[config.mk]
export PLATFORM = sky130hd
export DESIGN_NAME = motor_step_decoder
export DESIGN_NICKNAME = d
export VERILOG_FILES = /design/src/rtl/motor_step_decoder.sv
export SDC_FILE = /design/constraint.sdc
export NUM_CORES = 1
export LEC_CHECK = 0
export ABC_AREA = 1
export CAP_MARGIN = 10
export CELL_PAD_IN_SITES_DETAIL_PLACEMENT = 1
export CELL_PAD_IN_SITES_GLOBAL_PLACEMENT = 1
export CORE_MARGIN = 2
export CORE_UTILIZATION = 41
export DETAILED_ROUTE_END_ITERATION = 8
export DONT_BUFFER_PORTS = 1
export GPL_TIMING_DRIVEN = 0
export PLACE_DENSITY = 0.81
export REMOVE_ABC_BUFFERS = 1
export SLEW_MARGIN = 10
export SYNTH_ARGS = -nofsm -noshare
export SYNTH_HDL_FRONTEND = slang
export SYNTH_SLANG_ARGS = --single-unit
[constraint.sdc]
create_clock -name clk -period 2.3 [get_ports clk]
set_clock_uncertainty 0.2 [all_clocks]
set_input_delay 0.345 -clock clk [delete_from_list [all_inputs] [get_ports clk]]
set_output_delay 0.345 -clock clk [all_outputs]
set_load 0.03 [all_outputs]
[src/rtl/motor_step_decoder.sv]
// motor_step_decoder: step/dir pulse decoder tracking position, step period and motion state.
// Optional glitch filter on the synchronised step input: define MOTOR_STEP_FILTER_EN.
//
// Parameters:
//   STALL_CYCLES  clk cycles without a step while moving before stall is flagged
//   MIN_PERIOD    smallest legal step period in clk cycles (shorter sets overspeed)
// Ports:
//   clk           sole clock, rising edge
//   reset         asynchronous active-high reset
//   step_in       asynchronous step pulse from the pulse generator
//   dir           1 = increment, 0 = decrement, sampled with the detected edge
//   clear         synchronous clear of position, measurements and flags
//   target        position at which motion is complete
//   steps         current position (wraps modulo 2^32)
//   period        last measured step period in clk cycles
//   period_valid  one-cycle strobe when period updates
//   moving, arrived, stall, overspeed  status flags
module motor_step_decoder #(
  parameter int unsigned STALL_CYCLES = 1000,
  parameter int unsigned MIN_PERIOD   = 4
) (
  input  logic        clk,
  input  logic        reset,
  input  logic        step_in,
  input  logic        dir,
  input  logic        clear,
  input  logic [31:0] target,
  output logic [31:0] steps,
  output logic [15:0] period,
  output logic        period_valid,
  output logic        moving,
  output logic        arrived,
  output logic        stall,
  output logic        overspeed
);

  typedef enum logic [1:0] {
    IDLE,
    RUN,
    DONE,
    STALL
  } state_t;

  state_t      state;
  state_t      state_nxt;
  logic        s1;
  logic        s2;
  logic        s3;
  logic        step_edge;
  logic        seen;
  logic [15:0] period_cnt;
  logic [15:0] period_ld;

  always_ff @(posedge clk or posedge reset) begin
    if (reset) begin
      s1 <= 1'b0;
      s2 <= 1'b0;
      s3 <= 1'b0;
    end else begin
      s1 <= step_in;
      s2 <= s1;
      s3 <= s2;
    end
  end

`ifdef MOTOR_STEP_FILTER_EN
  // s2 must be high two cycles in a row; s4 marks it was low before that.
  logic s4;

  always_ff @(posedge clk or posedge reset) begin
    if (reset) begin
      s4 <= 1'b0;
    end else begin
      s4 <= s3;
    end
  end

  assign step_edge = s2 & s3 & ~s4;
`else
  assign step_edge = s2 & ~s3;
`endif

  // The counter restarts at zero on an edge, so the span is cnt+1.
  assign period_ld = (&period_cnt) ? 16'hFFFF : period_cnt + 16'd1;

  always_ff @(posedge clk or posedge reset) begin
    if (reset) begin
      steps        <= '0;
      period       <= '0;
      period_cnt   <= '0;
      period_valid <= 1'b0;
      overspeed    <= 1'b0;
      seen         <= 1'b0;
    end else if (clear) begin
      steps        <= '0;
      period       <= '0;
      period_cnt   <= '0;
      period_valid <= 1'b0;
      overspeed    <= 1'b0;
      seen         <= 1'b0;
    end else begin
      period_valid <= 1'b0;
      if (step_edge) begin
        steps      <= dir ? steps + 32'd1 : steps - 32'd1;
        period_cnt <= '0;
        seen       <= 1'b1;
        // The first edge has no predecessor to measure from.
        if (seen) begin
          period       <= period_ld;
          period_valid <= 1'b1;
          if (32'(period_ld) < MIN_PERIOD) begin
            overspeed <= 1'b1;
          end
        end
      end else if (~&period_cnt) begin
        period_cnt <= period_cnt + 16'd1;
      end
    end
  end

  always_ff @(posedge clk or posedge reset) begin
    if (reset) begin
      state <= IDLE;
    end else if (clear) begin
      state <= IDLE;
    end else begin
      state <= state_nxt;
    end
  end

  always_comb begin
    state_nxt = state;
    moving    = 1'b0;
    arrived   = 1'b0;
    stall     = 1'b0;
    unique case (state)
      IDLE: begin
        if (step_edge) begin
          state_nxt = RUN;
        end
      end
      RUN: begin
        moving = 1'b1;
        if (!step_edge) begin
          if (steps == target) begin
            state_nxt = DONE;
          end else if (32'(period_cnt) >= STALL_CYCLES) begin
            state_nxt = STALL;
          end
        end
      end
      DONE: begin
        arrived = 1'b1;
        if (step_edge) begin
          state_nxt = RUN;
        end
      end
      STALL: begin
        stall = 1'b1;
        if (step_edge) begin
          state_nxt = RUN;
        end
      end
      default: state_nxt = IDLE;
    endcase
  end

endmodule

==> results.py <==
metrics = {
    "final_layout": {
        "final_nets": 945,
        "layoutNonFillerInstCount": 1056,
        "multi_input_area_um2": 3754,
        "regArea_um2": 1836,
        "final_common_cell": "nand2_1",
        "drive_gt1_share_pct": 20.23,
        "area_growth_pct": 23.75,
        "diodes": 0,
        "mostFrequentLayoutCells": "nand2_1 (259), inv_1 (117), nor2_1 (84)",
        "nFillCells": 1690,
    },
    "worst_hold_path": {
        "hp-class": "in2reg",
    },
    "timing": {
        "hold_slack_ns": 0.04998,
        "hold_violations": 0,
        "max_slew_margin_pct": 35.94,
        "setup_viol": 1,
        "worst_slack_ns": -0.02411,
        "fmax_ghz": 0.4303,
        "drv_slew": 0,
        "final.period_utilization_pct": 101.0,
        "worst_pin_slew_ns": 0.9599,
        "fin_crit_ns": 2.324,
        "grt_setup_unrepaired": "yes",
    },
    "setup_path": {
        "worstSetupPathType": "reg2reg",
        "slowest_stage": "dfrtp_2",
        "r2r-start": "steps[20]$_DFFE_PP0P_",
        "crit_fanout": 5,
        "crit_required_ns": 2.35,
        "end_kind": "flip-flop",
        "cp-start-kind": "flip-flop",
        "path_buf_inv": 0,
        "crit_chain": "ha_1 > nand2_1 > nor2_1 > nand2_1 > and3b_1 > nand2_1 > nand2_1 > nand2_1 > nand3_1 > nand2_1",
        "slowest_delay_ns": 0.50,
        "r2r.worst_path.cells": 10,
        "cp-startpoint": "steps[20]$_DFFE_PP0P_",
        "cp_num_cells": 10,
        "path_delay_family": "simple AND/OR/NAND/NOR gates",
        "path_common_cell": "nand2_1",
        "endpoint": "steps[25]$_DFFE_PP0P_",
        "arrival_ns": 2.37,
        "rr_endpoint": "steps[25]$_DFFE_PP0P_",
        "rrSetupSlack_ns": -0.02,
    },
    "cts": {
        "clk_pin_slew_ns": 0.06,
        "clk_latency_ns": 0.35,
        "numCtsBuffers": 9,
        "cts_tree": "built",
        "htreeDepth": 3,
        "cts_max_path_buffers": 2,
        "clockRootBuffer": "clkbuf_16",
        "cts_sinks": 72,
    },
    "floorplan": {
        "start_util_pct": 41.97,
        "dieArea_um2": 14450,
        "fp.dieH_um": 120.2,
        "design.core.area_um2": 13190,
        "die-width_um": 120.2,
        "row_count": 42,
        "io_pins": 90,
    },
    "yosys": {
        "syn_inst": 850,
        "seq_area_frac_synth_pct": 32.54,
        "avgSynthCellArea_um2": 6.514,
        "async_flop_share_pct": 100.0,
        "ys_warn_count": 0,
        "synthFlopType": "dfrtp_1",
        "ys_ff_latch": 72,
        "synth_edf_count": 0,
        "synth.distinct_cells": 38,
        "netlist_area_um2": 5537,
    },
    "run_status": {
        "status": "finished with violations",
        "failed_checks": "negative setup slack",
    },
    "routing": {
        "vias_per_cell": 5.447,
        "drt_iter0_drc": 327,
        "detail-route-antenna-nets": 0,
        "dr_total_vias": 5752,
        "wl_per_cell_um": 18.41,
        "routed_wl_mm": 19.44,
        "first_pass_iters": 5,
        "post-route-drc-count": 0,
    },
    "place": {
        "numPortBuffers": 0,
        "gp_congestion": 0.9162,
        "dp_cells": 1019,
        "hpwl_mm": 13.36,
    },
    "global_route": {
        "overflow": 0,
        "grt_max_degree": 57,
        "first_global_vias": 5692,
        "grt_pass1_wl_mm": 29.03,
        "track_usage_pct": 25.79,
        "antenna_found_initial": 0,
    },
    "power": {
        "peakVddDrop_mv": 0.3005,
        "pwr_density_cell_nw_per_um2": 600.8,
        "power_leakage_uw": 0.003206,
    },
    "job": {
        "maxCapViolations": 0,
    },
}
## cell usage after synthesis, drive strengths merged, types with 3 or more instances
master | number | area, um^2
buf | 7 | 32.53
nand3b | 3 | 22.52
nor3 | 8 | 40.04
ha | 32 | 400.4
o22ai | 15 | 93.84
nand4 | 4 | 25.02
xnor2 | 22 | 192.7
dfrtp | 72 | 1802
o21ai | 50 | 250.2
o21a | 3 | 22.52
nand2 | 281 | 1062
inv | 126 | 475.5
xor2 | 6 | 52.55
a21oi | 48 | 244.0
nand3 | 49 | 255.3
nor2 | 104 | 415.4
o21bai | 6 | 45.04
## power breakdown
group / internal, uW / switching (uW) / total, uW
sequential: 1330 / 188 / 1520
clock: 966 / 621 / 1590
combinational: 375 / 637 / 1010
total: 2670 / 1450 / 4120
## kinds of logic (layout without fill, tap and decap cells)
| family | after synthesis | count (layout) | share of synthesized area, % |
|---|---|---|---|
| AOI/OAI and AO/OA | 129 | 129 | 12.77 |
| xor gates and xnor gates | 28 | 28 | 4.429 |
| adders and majority gates | 33 | 33 | 7.593 |
| buffers and inverters | 136 | 165 | 9.379 |
| DFF | 72 | 72 | 32.54 |
| and+or+nand+nor | 452 | 453 | 33.29 |
## timing repair
action	4_1_cts	5_1_grt
pin swaps	3	11
hold endpoints to repair	80	0
resized for setup	40	109
setup endpoints to repair	59	36
hold buffers	3	0
gates cloned	2	0
setup buffers	3	13
## final cells by class
| type | count | share of cell area (%) |
|---|---|---|
| Tap cell | 176 | 3.214 |
| Inverter | 127 | 7.140 |
| Timing Repair inverter | 1 | 0.1096 |
| Clock buffer | 9 | 3.287 |
| Clock inverter | 7 | 1.497 |
| Timing Repair Buffer | 21 | 3.178 |
| Multi-Input combinational cell | 643 | 54.78 |
| Sequential cell | 72 | 26.79 |
## through the flow
step / util, % / setup slack [ns] / total power (uW) / TNS (ns) / instance area (um^2)
after detailed placement: 43.76 / -0.8854 / 2300 / -28.55 / 5772
after global routing: 51.94 / -0.1030 / 4292 / -0.7982 / 6852
final: 51.94 / -0.02411 / 4116 / -0.02411 / 6852
after global placement: 43.34 / -2.466 / 2264 / -152.91 / 5717
after CTS: 47.53 / 0.0007931 / 3949 / 0 / 6270
after floorplan: - / -0.4806 / 2066 / -11.79 / 5497
## worst min path at each step
stage | cells after the start | from | endpoint
after global placement | 0 | s1$_DFF_PP0_ | s2$_DFF_PP0_
after CTS | 3 | clear | period_cnt[13]$_DFFE_PP0P_
after floorplan | 0 | s1$_DFF_PP0_ | s2$_DFF_PP0_
after global routing | 3 | clear | period_cnt[13]$_DFFE_PP0P_
after detailed placement | 1 | reset | steps[3]$_DFFE_PP0P_
final | 3 | clear | state[1]$_DFFE_PP0P_
## flip-flops by register name, summed over array words and instances, names as in the netlist
| name | count |
|---|---|
| s2 | 1 |
| period | 16 |
| s1 | 1 |
| period_valid | 1 |
| state | 2 |
| period_cnt | 16 |
| overspeed | 1 |
| seen | 1 |
| s3 | 1 |
| steps | 32 |
## worst reg2reg max path: cells and delay by family, from the launching register on
family                   cells  cell delay, ns
AND/OR/NAND/NOR              9            1.13
flip-flops                   1            0.50
adder cells (fa/ha/maj)      1            0.40
## per-layer routing
layer | wire length (um) | up-vias | global-route usage (%) | part of all wire [%]
met2 | 9782 | 141 | 44.82 | 50
met3 | 951 | 43 | 5.142 | 4.9
met5 | 0 | - | 0 | 0
met4 | 649 | 0 | 9.559 | 3.3
li1 | - | 2754 | - | -
met1 | 8057 | 2814 | 31.55 | 41
No activity file was read; power rests on OpenSTA's default activity.
